### config.mk
export PLATFORM = sky130hd
export DESIGN_NAME = grid_pixel_scanner
export DESIGN_NICKNAME = d
export VERILOG_FILES = /design/src/rtl/display_pkg.sv /design/src/rtl/scan_axis_counter.sv /design/src/rtl/grid_pixel_scanner.sv
export SDC_FILE = /design/constraint.sdc
export NUM_CORES = 1
export LEC_CHECK = 0
export BUFFER_PORTS_ARGS = -buffer_cell sky130_fd_sc_hd__buf_2
export CORE_AREA = 4 4 346 212
export CTS_CLUSTER_DIAMETER = 100
export DETAILED_ROUTE_END_ITERATION = 8
export DIE_AREA = 0 0 350 216
export GPL_TIMING_DRIVEN = 0
export PLACE_DENSITY = 0.55
export SLEW_MARGIN = 40
export SYNTH_ARGS = -nofsm -noshare
export SYNTH_HDL_FRONTEND = slang
export SYNTH_SLANG_ARGS = --single-unit
### constraint.sdc
create_clock -name clock -period 26.6 [get_ports clock]
set_input_delay 2.66 -clock clock [delete_from_list [all_inputs] [get_ports clock]]
set_output_delay 2.66 -clock clock [all_outputs]
set_load 0.05 [all_outputs]
### src/rtl/display_pkg.sv
// Shared display constants, scanner state encoding and a width helper.
// Latency: n/a (declarations only).
// Backpressure: n/a.
package display_pkg;

  localparam int SCREEN_W = 640;
  localparam int SCREEN_H = 480;
  localparam int COORD_W  = 11;

  typedef enum logic [1:0] {
    IDLE = 2'd0,
    SNAP = 2'd1,
    SCAN = 2'd2,
    DONE = 2'd3
  } scan_state_t;

  // Bits needed to hold 0..n-1, never less than one bit.
  function automatic int width_of(input int n);
    return (n > 1) ? $clog2(n) : 1;
  endfunction

endpackage

### src/rtl/scan_axis_counter.sv
// One raster axis: pixel-within-cell counter, cell index and absolute pixel coordinate.
// Latency: counts advance on the clock edge where inc is high; clr zeroes everything in one edge.
// Backpressure: none; inc is a plain enable, wrap is combinational from the current count and inc.
module scan_axis_counter #(
  parameter int CELL  = 16,
  parameter int CELLS = 40,
  parameter int CW    = display_pkg::COORD_W,
  parameter int PW    = display_pkg::width_of(CELL),
  parameter int IW    = display_pkg::width_of(CELLS)
) (
  input  logic          clock,
  input  logic          reset,
  input  logic          clr,
  input  logic          inc,
  output logic [PW-1:0] px_in_cell,
  output logic [IW-1:0] cell_idx,
  output logic [CW-1:0] coord,
  output logic          wrap
);

  localparam logic [PW-1:0] PX_MAX  = PW'(CELL - 1);
  localparam logic [IW-1:0] IDX_MAX = IW'(CELLS - 1);

  logic px_at_max;
  logic idx_at_max;

  assign px_at_max  = (px_in_cell == PX_MAX);
  assign idx_at_max = (cell_idx == IDX_MAX);

  // Leaving the last pixel of the last cell on this edge.
  assign wrap = inc & px_at_max & idx_at_max;

  // Sub-counters replace a divide: cell index steps only when the in-cell count rolls over.
  always_ff @(posedge clock or posedge reset) begin
    if (reset) begin
      px_in_cell <= '0;
      cell_idx   <= '0;
      coord      <= '0;
    end else if (clr) begin
      px_in_cell <= '0;
      cell_idx   <= '0;
      coord      <= '0;
    end else if (inc) begin
      if (px_at_max) begin
        px_in_cell <= '0;
        if (idx_at_max) begin
          cell_idx <= '0;
          coord    <= '0;
        end else begin
          cell_idx <= cell_idx + IW'(1);
          coord    <= coord + CW'(1);
        end
      end else begin
        px_in_cell <= px_in_cell + PW'(1);
        coord      <= coord + CW'(1);
      end
    end
  end

endmodule

### src/rtl/grid_pixel_scanner.sv
// Rasterises a snapshotted ROWS x COLS one-bit board into per-pixel framebuffer writes.
// Latency: first write one cycle after SNAP; frame = W*H write cycles plus SNAP and DONE cycles.
// Backpressure: none; the framebuffer must accept one write per cycle while pixel_write is high.
module grid_pixel_scanner #(
  parameter int COLS       = 40,
  parameter int ROWS       = 10,
  parameter int CELL_W     = 16,
  parameter int CELL_H     = 48,
  parameter int COORD_W    = display_pkg::COORD_W,
  parameter int AUTO       = 1,
  parameter int GRID_LINES = 0
) (
  input  logic               clock,
  input  logic               reset,
  input  logic               start,
  input  logic               blank,
  input  logic [COLS-1:0]    grid_in [ROWS-1:0],
  output logic [COORD_W-1:0] x,
  output logic [COORD_W-1:0] y,
  output logic               pixel_color,
  output logic               pixel_write,
  output logic               busy,
  output logic               frame_done
);

  import display_pkg::*;

  localparam int PXW = width_of(CELL_W);
  localparam int CXW = width_of(COLS);
  localparam int PYW = width_of(CELL_H);
  localparam int RYW = width_of(ROWS);

  localparam logic [PXW-1:0] PX_EDGE = PXW'(CELL_W - 1);
  localparam logic [PYW-1:0] PY_EDGE = PYW'(CELL_H - 1);

  scan_state_t state_q;
  scan_state_t state_n;

  logic [COLS-1:0] snap_q [ROWS-1:0];
  logic            blank_q;

  logic [PXW-1:0] px_in_cell;
  logic [CXW-1:0] col_idx;
  logic [PYW-1:0] py_in_cell;
  logic [RYW-1:0] row_idx;
  logic           x_wrap;
  logic           y_wrap;
  logic           cnt_clr;
  logic           cnt_inc;
  logic           cell_bit;
  logic           on_outline;

  assign cnt_clr = (state_q == SNAP);
  assign cnt_inc = (state_q == SCAN);

  scan_axis_counter #(
    .CELL  (CELL_W),
    .CELLS (COLS),
    .CW    (COORD_W),
    .PW    (PXW),
    .IW    (CXW)
  ) u_x_axis (
    .clock      (clock),
    .reset      (reset),
    .clr        (cnt_clr),
    .inc        (cnt_inc),
    .px_in_cell (px_in_cell),
    .cell_idx   (col_idx),
    .coord      (x),
    .wrap       (x_wrap)
  );

  scan_axis_counter #(
    .CELL  (CELL_H),
    .CELLS (ROWS),
    .CW    (COORD_W),
    .PW    (PYW),
    .IW    (RYW)
  ) u_y_axis (
    .clock      (clock),
    .reset      (reset),
    .clr        (cnt_clr),
    .inc        (x_wrap),
    .px_in_cell (py_in_cell),
    .cell_idx   (row_idx),
    .coord      (y),
    .wrap       (y_wrap)
  );

  // Frame sequencing: y wrapping means the bottom-right pixel is being written now.
  always_comb begin
    state_n = state_q;
    case (state_q)
      IDLE:    if ((AUTO != 0) || start) state_n = SNAP;
      SNAP:    state_n = SCAN;
      SCAN:    if (y_wrap) state_n = DONE;
      DONE:    state_n = ((AUTO != 0) || start) ? SNAP : IDLE;
      default: state_n = IDLE;
    endcase
  end

  // State plus status flags, registered from the next state so they line up with the state flop.
  always_ff @(posedge clock or posedge reset) begin
    if (reset) begin
      state_q     <= IDLE;
      pixel_write <= 1'b0;
      busy        <= 1'b0;
      frame_done  <= 1'b0;
    end else begin
      state_q     <= state_n;
      pixel_write <= (state_n == SCAN);
      busy        <= (state_n == SNAP) || (state_n == SCAN);
      frame_done  <= (state_n == DONE);
    end
  end

  // Board snapshot and blank flag are frozen for the whole frame so it never tears.
  always_ff @(posedge clock or posedge reset) begin
    if (reset) begin
      for (int r = 0; r < ROWS; r++) snap_q[r] <= '0;
      blank_q <= 1'b0;
    end else if (state_q == SNAP) begin
      for (int r = 0; r < ROWS; r++) snap_q[r] <= grid_in[r];
      blank_q <= blank;
    end
  end

  assign cell_bit   = snap_q[row_idx][col_idx];
  assign on_outline = (GRID_LINES != 0) && ((px_in_cell == PX_EDGE) || (py_in_cell == PY_EDGE));

  // Colour is only meaningful alongside a write; held dark otherwise.
  assign pixel_color = pixel_write & cell_bit & ~blank_q & ~on_outline;

endmodule
Word-level counts from Yosys, hierarchy flattened
Index checks and enable logic that the tools add are counted.
{"block": "word_totals", "register_bits": 448, "out_inout_bits": 26, "elab_cells": 83}
{"block": "classes", "n_addsub": 6, "order_cmp": 2, "n_eq_ne": 10, "mux": 28, "n_bitwise": 7, "n_reduce_logical": 9}
{"op": "binary-select mux 40 bit (select 4 bit)", "n": 1}
{"op": "2-to-1 mux 11 bit", "n": 8}
{"op": "2-to-1 mux 6 bit", "n": 7}
{"op": "2-to-1 mux 40 bit", "n": 1}
{"op": "2-to-1 mux 4 bit", "n": 7}
{"op": "adder 11 x 1 -> 11 bit, second input constant", "n": 2}
{"op": "adder 6 x 1 -> 6 bit, second input constant", "n": 2}
{"op": "== test 6 bit, second input constant", "n": 2}
{"op": "adder 4 x 1 -> 4 bit, second input constant", "n": 2}
{"op": "== test 2 bit, second input constant", "n": 4}
{"op": "== test 4 bit, second input constant", "n": 2}
{"op": "nonzero test 2 bit", "n": 4}
{"op": "< comparator 6 x 7 -> 1 bit, second input constant", "n": 1}
{"op": "AND 1 bit", "n": 6}
{"op": "binary-select mux 1 bit (select 6 bit)", "n": 1}
{"op": "case mux 2 bit (3 select lines)", "n": 1}
{"op": "< comparator 4 x 5 -> 1 bit, second input constant", "n": 1}
{"op": "== test 2 x 1 -> 1 bit, second input constant", "n": 2}
{"op": "AND reduction 2 bit", "n": 2}
{"op": "logical NOT 2 bit", "n": 1}
{"op": "2-to-1 mux 2 bit", "n": 1}
{"op": "OR reduction 2 bit", "n": 1}
{"op": "logical OR 1 bit", "n": 1}
{"op": "2-to-1 mux 1 bit", "n": 1}
{"op": "NOT 1 bit", "n": 1}

Logic depth before layout (Yosys ltp)
Gate-level depths: netlist of run 1.
{"block": "depth", "depth_word": 9, "ltp_mapped": 11, "depth_no_buf": 9}

Cells and area by module
A second synthesis of run 1 with hierarchy kept.
{"block": "hier_totals", "cells_unflattened": 1431, "hier_area_um2": 20786.2}
{"mod": "grid_pixel_scanner", "instances": 1, "cells_per_inst": 1207, "area_per_inst_um2": 18514.0}
{"mod": "scan_axis_counter (u_y_axis)", "instances": 1, "cells_per_inst": 116, "area_per_inst_um2": 1168.6}
{"mod": "scan_axis_counter (u_x_axis)", "instances": 1, "cells_per_inst": 108, "area_per_inst_um2": 1103.6}

Worst setup path after synthesis of run 1
OpenSTA, ideal clock, no wires.
{"block": "synth_timing", "path_kind": "reg2out", "startpoint": "register u_y_axis.cell_idx[0]", "endpoint": "output port pixel_color", "t_arrival_ps": 2837, "t_required_ps": 23940, "path_slack_ps": 21103, "path_stages_with_launch": 11, "path_cell_list": "dfrtp_1 -> buf_6 -> buf_12 -> buf_12 -> buf_12 -> mux2i_1 -> a221oi_1 -> o221ai_1 -> nand4_1 -> nand4_1 -> a2111oi_2"}
{"block": "synth_via", "elab_chain_len": 6}
{"item": "start: declaration", "line": "scan_axis_counter.sv:16", "source": "output logic [IW-1:0] cell_idx,"}
{"item": "start signal: assignment", "line": "scan_axis_counter.sv:50", "source": "cell_idx <= cell_idx + IW'(1);"}
{"item": "binary-select mux 40 bit (select 4 bit)", "line": "grid_pixel_scanner.sv:128", "source": "assign cell_bit = snap_q[row_idx][col_idx];"}
{"item": "2-to-1 mux 40 bit (implied by the code)", "line": "grid_pixel_scanner.sv:128"}
{"item": "binary-select mux 1 bit (select 6 bit)", "line": "grid_pixel_scanner.sv:128"}
{"item": "2-to-1 mux 1 bit (implied by the code)", "line": "grid_pixel_scanner.sv:128"}
{"item": "AND 1 bit (2 in a row)", "line": "grid_pixel_scanner.sv:132", "source": "assign pixel_color = pixel_write & cell_bit & ~blank_q & ~on_outline;"}
{"item": "end: declaration", "line": "grid_pixel_scanner.sv:20", "source": "output logic pixel_color,"}
Every way passes these cells. The select of a mux whose other input is x is not followed.

Worst setup path in the final report of run 1
{"block": "layout_timing", "startpoint": "register u_y_axis.cell_idx[1]", "endpoint": "output port pixel_color"}
The elaborated chain is that of the path after synthesis.

==> out/summary.md, run 1 <==
- **RSZ-0062 raised after global routing** no
- **via count** 14970
- **post-route worst hold slack** 0.4992 ns
- **Pwr per Cell Area** 58.70 mW/mm^2
- **clock period minus worst slack** 6.962 ns
- **path class of the lowest-slack min-delay path** reg -> reg
- **total of fill cells in the finished design** 6787
- **final count of negative-setup-slack endpoints** 0
- **CTS Root Cell** clkbuf_16
- **Seq. cell area** 0.01121 mm^2
- **detailed-route vias per instance** 5.157
- **cell count after synthesis** 1455
- **TritonCTS buffer count** 47
- **standard-cell row count** 75
- **cell taking the most area after synthesis** dfrtp_1
- **total global routing overflow** 0
- **post-route fraction of the period consumed by the critical path** 26.17%
- **CP Launch Type** register
- **starting density of the core** 29.86%
- **Yosys reg bits** 448
- **critical path's slowest cell** clkbuf_1
- **CTS H-tree lvls** 2
- **post-cts resize count** 0
- **first-pass GRT wire length** 114700 um
- **number of placed instances with taps included** 2813
- **IR drop worst, VDD** 0.03726 mV
- **DRC** 0
- **initial antenna violation count** 14
- **non-filler cells in the finished layout** 2903
- **largest buffer count on any clock path** 3
- **input/output buffers** 428
- **routed length per instance** 28.44 um
- **footprint of the multi-input gates** 0.008990 mm^2
- **Data arrival, critical path** 4.30 ns
- **Post-DRT Antenna Nets** 0
- **final estimated routing congestion in global placement** 0.9589
- **type of destination of the critical path** output pin
- **TritonRoute pass-1 iters** 5
- **number of flops mapped to enable cells by yosys** 0
- **Util after Layout** 37.22%
- **CP Max Fanout** 10
- **Yosys cell types** 63
- **delay contributed by the slowest stage of the critical path** 0.71 ns
- **post-route clock skew** 0.01695 ns
- **Final Max Tran Viols** 0
- **final net count** 2355
- **transition at the pin with the smallest max-transition slack** 0.9365 ns
- **All-Layer GR Usage** 21.44%
- **Max-cap violations** 0
- **count leader, synth** dfrtp_1
- **cell repeated most along the worst path** buf_2
- **total core area** 0.06972 mm^2
- **share of synthesized flip-flops with an asynchronous set or reset** 100.0%
- **latest clock arrival within the worst-skew pair** 0.59 ns
- **Detail Placement HPWL** 63640 um
- **CTS Hold Bufs** 0
- **cells along the critical path** buf_2 > nor2b_1 > clkbuf_1 > a22oi_1 > a31oi_1 > nand3_1 > a21oi_1 > a2111oi_2 > buf_2
- **result of the run** finished, final reports clean
- **syn avg cell area** 14.31 um^2
- **Crit path required time** 23.94 ns
- **FMAX** 143.6 MHz
- **fraction of synthesized cell area taken by the top area cell type** 53.85%
- **fraction of layout instances using a drive strength above 1** 52.20%
- **total routed wirelength** 82570 um
- **Crit Path Category** reg -> out
- **number of setup buffers added after CTS** 0
- **synthesized net count** 1871
- **top cells by area in the synthesized netlist** dfrtp_1 (54%), mux2_2 (23%), mux2i_1 (4.2%)
- **Leakage Power** 0.01102 uW
- **DRT iter0 DRCs** 1077
- **category of cells accounting for the largest share of critical-path delay** buffers and inverters
- **count of buffer and inverter cells on the critical path** 3
- **Die Height** 216 um
- **Die Area** 0.07560 mm^2
- **most numerous cell types in the synthesized netlist** dfrtp_1 (448), mux2_2 (416), mux2i_1 (87)
- **clock-pin slew of the registers on the worst-case setup and hold paths** 0.07 ns
- **Horiz. Die Dim** 350 um
- **total negative slack for setup checks** 0 ns
- **via count of the first global-routing pass** 15810
- **pin count of the biggest net entering global routing** 80
- **Sinks on Clock Net** 448
- **Worst slew margin** 37.29%
- **Synth Flop Type** dfrtp_1
- **count of boundary I/O pins** 430
- **netlist area before placement** 0.02082 mm^2
- **Area Growth Syn to Fin** 24.65%
- **CTS tree** yes
- **count of warnings emitted by yosys** 0
- **Final Hold Vio Count** 0
- **proportion of synthesized chip area in sequential cells** 53.85%
-- cells in the final DEF (no fill, tap or decap), types with 7 or more instances in the layout --
cell / instances
clkbuf_1: 46
a221oi_1: 12
mux2i_1: 87
dfrtp_1: 448
buf_12: 7
nand4_1: 13
clkbuf_8: 10
clkbuf_16: 49
nand3_1: 22
xnor2_1: 8
ha_1: 12
mux2_2: 416
inv_1: 11
mux4_2: 33
and3_1: 8
nor2_1: 48
clkinv_2: 8
clkbuf_2: 27
xor2_1: 13
nor3_1: 13
a21oi_1: 27
a22oi_1: 14
o21ai_0: 22
nand2_1: 40
o221ai_1: 11
mux4_1: 22
buf_2: 441
-- per-layer routing --
metal	wire [um]	global-route usage, %
met4	1144	3.588
met1	38170	30.92
met3	6239	5.410
met5	140	0
met2	36870	33.06
-- stage by stage --
stage / cell area, um^2 / power (uW) / setup WS [ns]
3_5_place_dp: 24320 / 846.0 / 20.35
2_1_floorplan: 20820 / 786.0 / 11.45
5_1_grt: 25940 / 1581 / 19.46
4_1_cts: 25910 / 1542 / 19.69
3_3_place_gp: 24120 / 839.3 / 6.478
6_report: 25950 / 1523 / 19.64
-- cells by family after synthesis --
kind of cell / Yosys count / share of synthesized area [%]
xor gates and xnor gates: 21 / 0.8835
adders and majority gates: 12 / 0.7212
DFF: 448 / 53.85
buffers and inverters: 111 / 3.011
muxes: 558 / 33.03
and+or+nand+nor: 169 / 3.859
AOI/OAI and AO/OA: 136 / 4.640
-- flip-flops by register name, indices dropped and copies added, names as in the netlist --
name and flops:
frame_done 1, busy 1, state_q 2, u_x_axis.px_in_cell 4, snap_q 400, blank_q 1, u_y_axis.px_in_cell 6, u_x_axis.coord 11
u_x_axis.cell_idx 6, u_y_axis.coord 11, pixel_write 1, u_y_axis.cell_idx 4
-- power by group --
group / switching, uW / internal, uW
logic: 47.2 / 55.9
clock network: 290 / 402
registers: 16.2 / 712
-- worst reg2reg max path, cell delays in order, from the launching register on --
cell and delay [ns]:
dfrtp_1 0.41, buf_2 0.28, buf_2 0.36, inv_1 0.51, ha_1 0.33, nand3_1 0.24
o21ai_0 0.25, a21oi_1 0.10, or2_2 0.33, ha_1 0.29, inv_1 0.04
-- layout make-up --
type / count / area share, %
Antenna cell: 4 / 0.03857
Buffer: 99 / 2.382
Clock buffer: 68 / 5.347
Clock inverter: 17 / 0.7859
Inverter: 12 / 0.2025
Multi-Input combinational cell: 896 / 34.64
Sequential cell: 448 / 43.20
Tap cell: 924 / 4.455
Timing Repair Buffer: 435 / 8.944
-- worst paths after layout --
path	startpoint	to	slack, ns	depth (start not counted)
hold reg to reg	snap_q[60]	snap_q[60]	0.50	1
max in group asynchronous	reset	snap_q[221]	23.15	5
setup / recovery	u_y_axis.cell_idx[1]	pixel_color	19.64	9
hold / removal	snap_q[60]	snap_q[60]	0.50	1
setup reg to reg	u_y_axis.cell_idx[1]	busy	23.36	10
min in group asynchronous	reset	snap_q[196]	2.04	2
Note: power is estimated with default switching activity, not from simulation.
==> inputs of run 2 (changes only) <==
clock period = 7.3 ns   (was 26.6 ns; I/O delays follow)
==> run 2 against run 1 <==
Sequential share of layout area down 0.53 points. Setup slack lost 17 ns. Combinational power grew to 3.9 times the previous value. Core utilization increased by 0.46 points. Die area did not move. Largest power group unchanged. Highest routed layer unchanged.
==> out/summary.md, run 2 (synthesized netlist as in run 1, its figures left out) <==
- **fraction of layout instances using a drive strength above 1** 52.64%, +0.44 points
- **TritonCTS buffer count** 46, -2.1%
- **total net switching power** 1287 uW, +260%
- **Leakage Power** 0.01117 uW, +1.3%
- **post-route fraction of the period consumed by the critical path** 67.00%
- **via count** 14920, -0.37%
- **largest buffer count on any clock path** 3, unchanged
- **non-filler cells in the finished layout** 2922, +0.65%
- **All-Layer GR Usage** 21.53%, +0.092 points
- **Placed Instance Area** 0.02471 mm^2, +1.6%
- **critical path's slowest cell** buf_2
- **CTS tree** yes
- **delay contributed by the slowest stage of the critical path** 0.52 ns, -0.19 ns
- **CP Max Fanout** 10, unchanged
- **largest register by flop count** snap_q
- **clock period minus worst slack** 4.891 ns
- **Crit Path Category** reg -> out
- **Horiz. Die Dim** 350 um, unchanged
- **most frequent standard cell in the layout excluding fill and tap cells** dfrtp_1
- **cells along the critical path** buf_2 > buf_2 > inv_1 > mux2i_1 > o221ai_1 > nand3_1 > nand3_1 > a21oi_1 > a2111oi_2 > buf_2
- **type of destination of the critical path** output pin
- **Seq. cell area** 0.01121 mm^2, unchanged
- **Detail Placement HPWL** 64170 um, +0.84%
- **Sinks on Clock Net** 448, unchanged
- **DRC** 0, unchanged
- **number of setup buffers added after CTS** 0, unchanged
- **TritonRoute pass-1 iters** 7, +2
- **Post-DRT Antenna Nets** 0, unchanged
- **Die Area** 0.07560 mm^2, unchanged
- **Die Height** 216 um, unchanged
- **final net count** 2372, +0.72%
- **IR drop worst, VDD** 0.1448 mV, +290%
- **Worst R2R Start** u_y_axis.cell_idx[1]
- **largest registers** snap_q (400), u_x_axis.coord (11), u_y_axis.coord (11)
- **pin count of the biggest net entering global routing** 26, -68%
- **commonest non-fill, non-tap cells in the layout** dfrtp_1 (448), buf_2 (441), mux2_2 (416)
- **CTS Root Cell** clkbuf_16
- **transition at the pin with the smallest max-transition slack** 0.9109 ns, -0.02555 ns
- **latest clock arrival within the worst-skew pair** 0.59 ns, about the same
- **detailed-route vias per instance** 5.105, -1.0%
- **relative contribution of combinational cells to total power** 7.3%, +0.5 points
- **sequential share of power** 48.2%, +0.4 points
- **total routed wirelength** 82660 um, +0.12%
- **post-route worst hold slack** 0.09336 ns, -0.4058 ns
- **Max-cap violations** 0, unchanged
- **fraction of power consumed by the clock network** 44.5%, -0.9 points
- **flip-flop count of the largest register after layout** 400, unchanged
- **cell repeated most along the worst path** buf_2
- **launch point of the worst path** u_y_axis.cell_idx[1]
- **Pwr per Cell Area** 209.5 mW/mm^2, +260%
- **total core area** 0.06972 mm^2, unchanged
- **CTS Hold Bufs** 0, unchanged
- **RSZ-0062 raised after global routing** no
- **footprint of the multi-input gates** 0.008992 mm^2, about the same
- **category of cells accounting for the largest share of critical-path delay** buffers and inverters
- **Crit path required time** 6.57 ns, -17.37 ns
- **total of fill cells in the finished design** 6725, -0.91%
- **CP Launch Type** register
- **result of the run** finished, final reports clean
- **via count of the first global-routing pass** 15980, +1.1%
- **clock-pin slew of the registers on the worst-case setup and hold paths** 0.07 ns, about the same
- **initial antenna violation count** 20, +6
- **Final Max Tran Viols** 0, unchanged
- **count of buffer and inverter cells on the critical path** 4, +1
- **post-route clock skew** 0.01567 ns, -0.001279 ns
- **post-cts resize count** 0, unchanged
- **Area Growth Syn to Fin** 26.21%
- **number of placed instances with taps included** 2830, +0.60%
- **sw frac** 23.38%, +0.20 points
- **count of boundary I/O pins** 430, unchanged
- **standard-cell row count** 75, unchanged
- **first-pass GRT wire length** 115400 um, +0.63%
- **FMAX** 204.5 MHz
- **total global routing overflow** 0, unchanged
- **final estimated routing congestion in global placement** 0.9674, +0.89%
- **DRT iter0 DRCs** 1076, -0.093%
- **CTS H-tree lvls** 2, unchanged
- **path class of the lowest-slack min-delay path** in -> async
- **Worst slew margin** 39.27%, +2.0 points
- **Data arrival, critical path** 4.16 ns, -0.14 ns
- **starting density of the core** 29.86%, unchanged
- **internal portion of total power** 4218 uW, +260%
- **area of all placed cells without fillers** 0.02627 mm^2, +1.2%
- **total negative slack for setup checks** 0 ns, unchanged
- **input/output buffers** 428, unchanged
- **Final Hold Vio Count** 0, unchanged
- **routed length per instance** 28.29 um, -0.54%
- **final count of negative-setup-slack endpoints** 0, unchanged
## run 2: power by group through the flow
| stage | registers, uW | clock network, uW | logic (uW) |
|---|---|---|---|
| 2_1_floorplan | 2680 | 0 | 184 |
| 3_3_place_gp | 2700 | 0 | 361 |
| 3_5_place_dp | 2700 | 0 | 407 |
| 4_1_cts | 2650 | 2520 | 409 |
| 5_1_grt | 2660 | 2620 | 438 |
| 6_report | 2650 | 2450 | 401 |
## run 2: area by class of cell
cell class / count / share of cell area, %
diodes: 9 / 0.08572
well taps: 924 / 4.400
repair buffers: 453 / 10.30
flip-flops and latches: 448 / 42.67
multi-input cells: 896 / 34.23
clock inverters: 18 / 0.8096
clock buffers: 63 / 4.972
inverters: 12 / 0.1857
plain buffers: 99 / 2.353
## run 2: worst register-to-register path: cells and delay by family, from the launching register on
kind / cells / cell delay, ns
buf+inv: 4 / 1.23
flops: 1 / 0.41
simple gates: 2 / 0.56
fa+ha+maj: 2 / 0.63
compound gates: 2 / 0.33
## run 2: path summary, 6_finish.rpt
check                         endpoint  slack [ns]  cells past startpoint
max                        pixel_color        2.41                     10
min                         snap_q[41]        0.09                      2
max reg2reg                       busy        4.02                     10
min reg2reg                 snap_q[20]        0.50                      1
max in group asynchronous  snap_q[263]        5.24                     11
min in group clock         snap_q[149]        0.37                      2
## run 2: metrics by stage
step,setup WS [ns],utilization (%),total power [uW]
after floorplan,0.5129,-,2865
after detailed placement,3.121,35.44,3107
after CTS,2.458,37.62,5581
final,2.409,37.68,5504
after global routing,2.258,37.65,5727
after global placement,-2.167,34.59,3059
## run 2: metal layers
| layer | vias up | GRT usage (%) | wire [um] | share of wire [%] |
|---|---|---|---|---|
| li1 | 6430 | - | - | - |
| met1 | 7766 | 30.33 | 37700 | 46 |
| met2 | 592 | 32.86 | 36300 | 44 |
| met3 | 108 | 6.503 | 7126 | 8.6 |
| met4 | 20 | 4.239 | 1395 | 1.7 |
| met5 | - | 0.7653 | 142 | 0.17 |
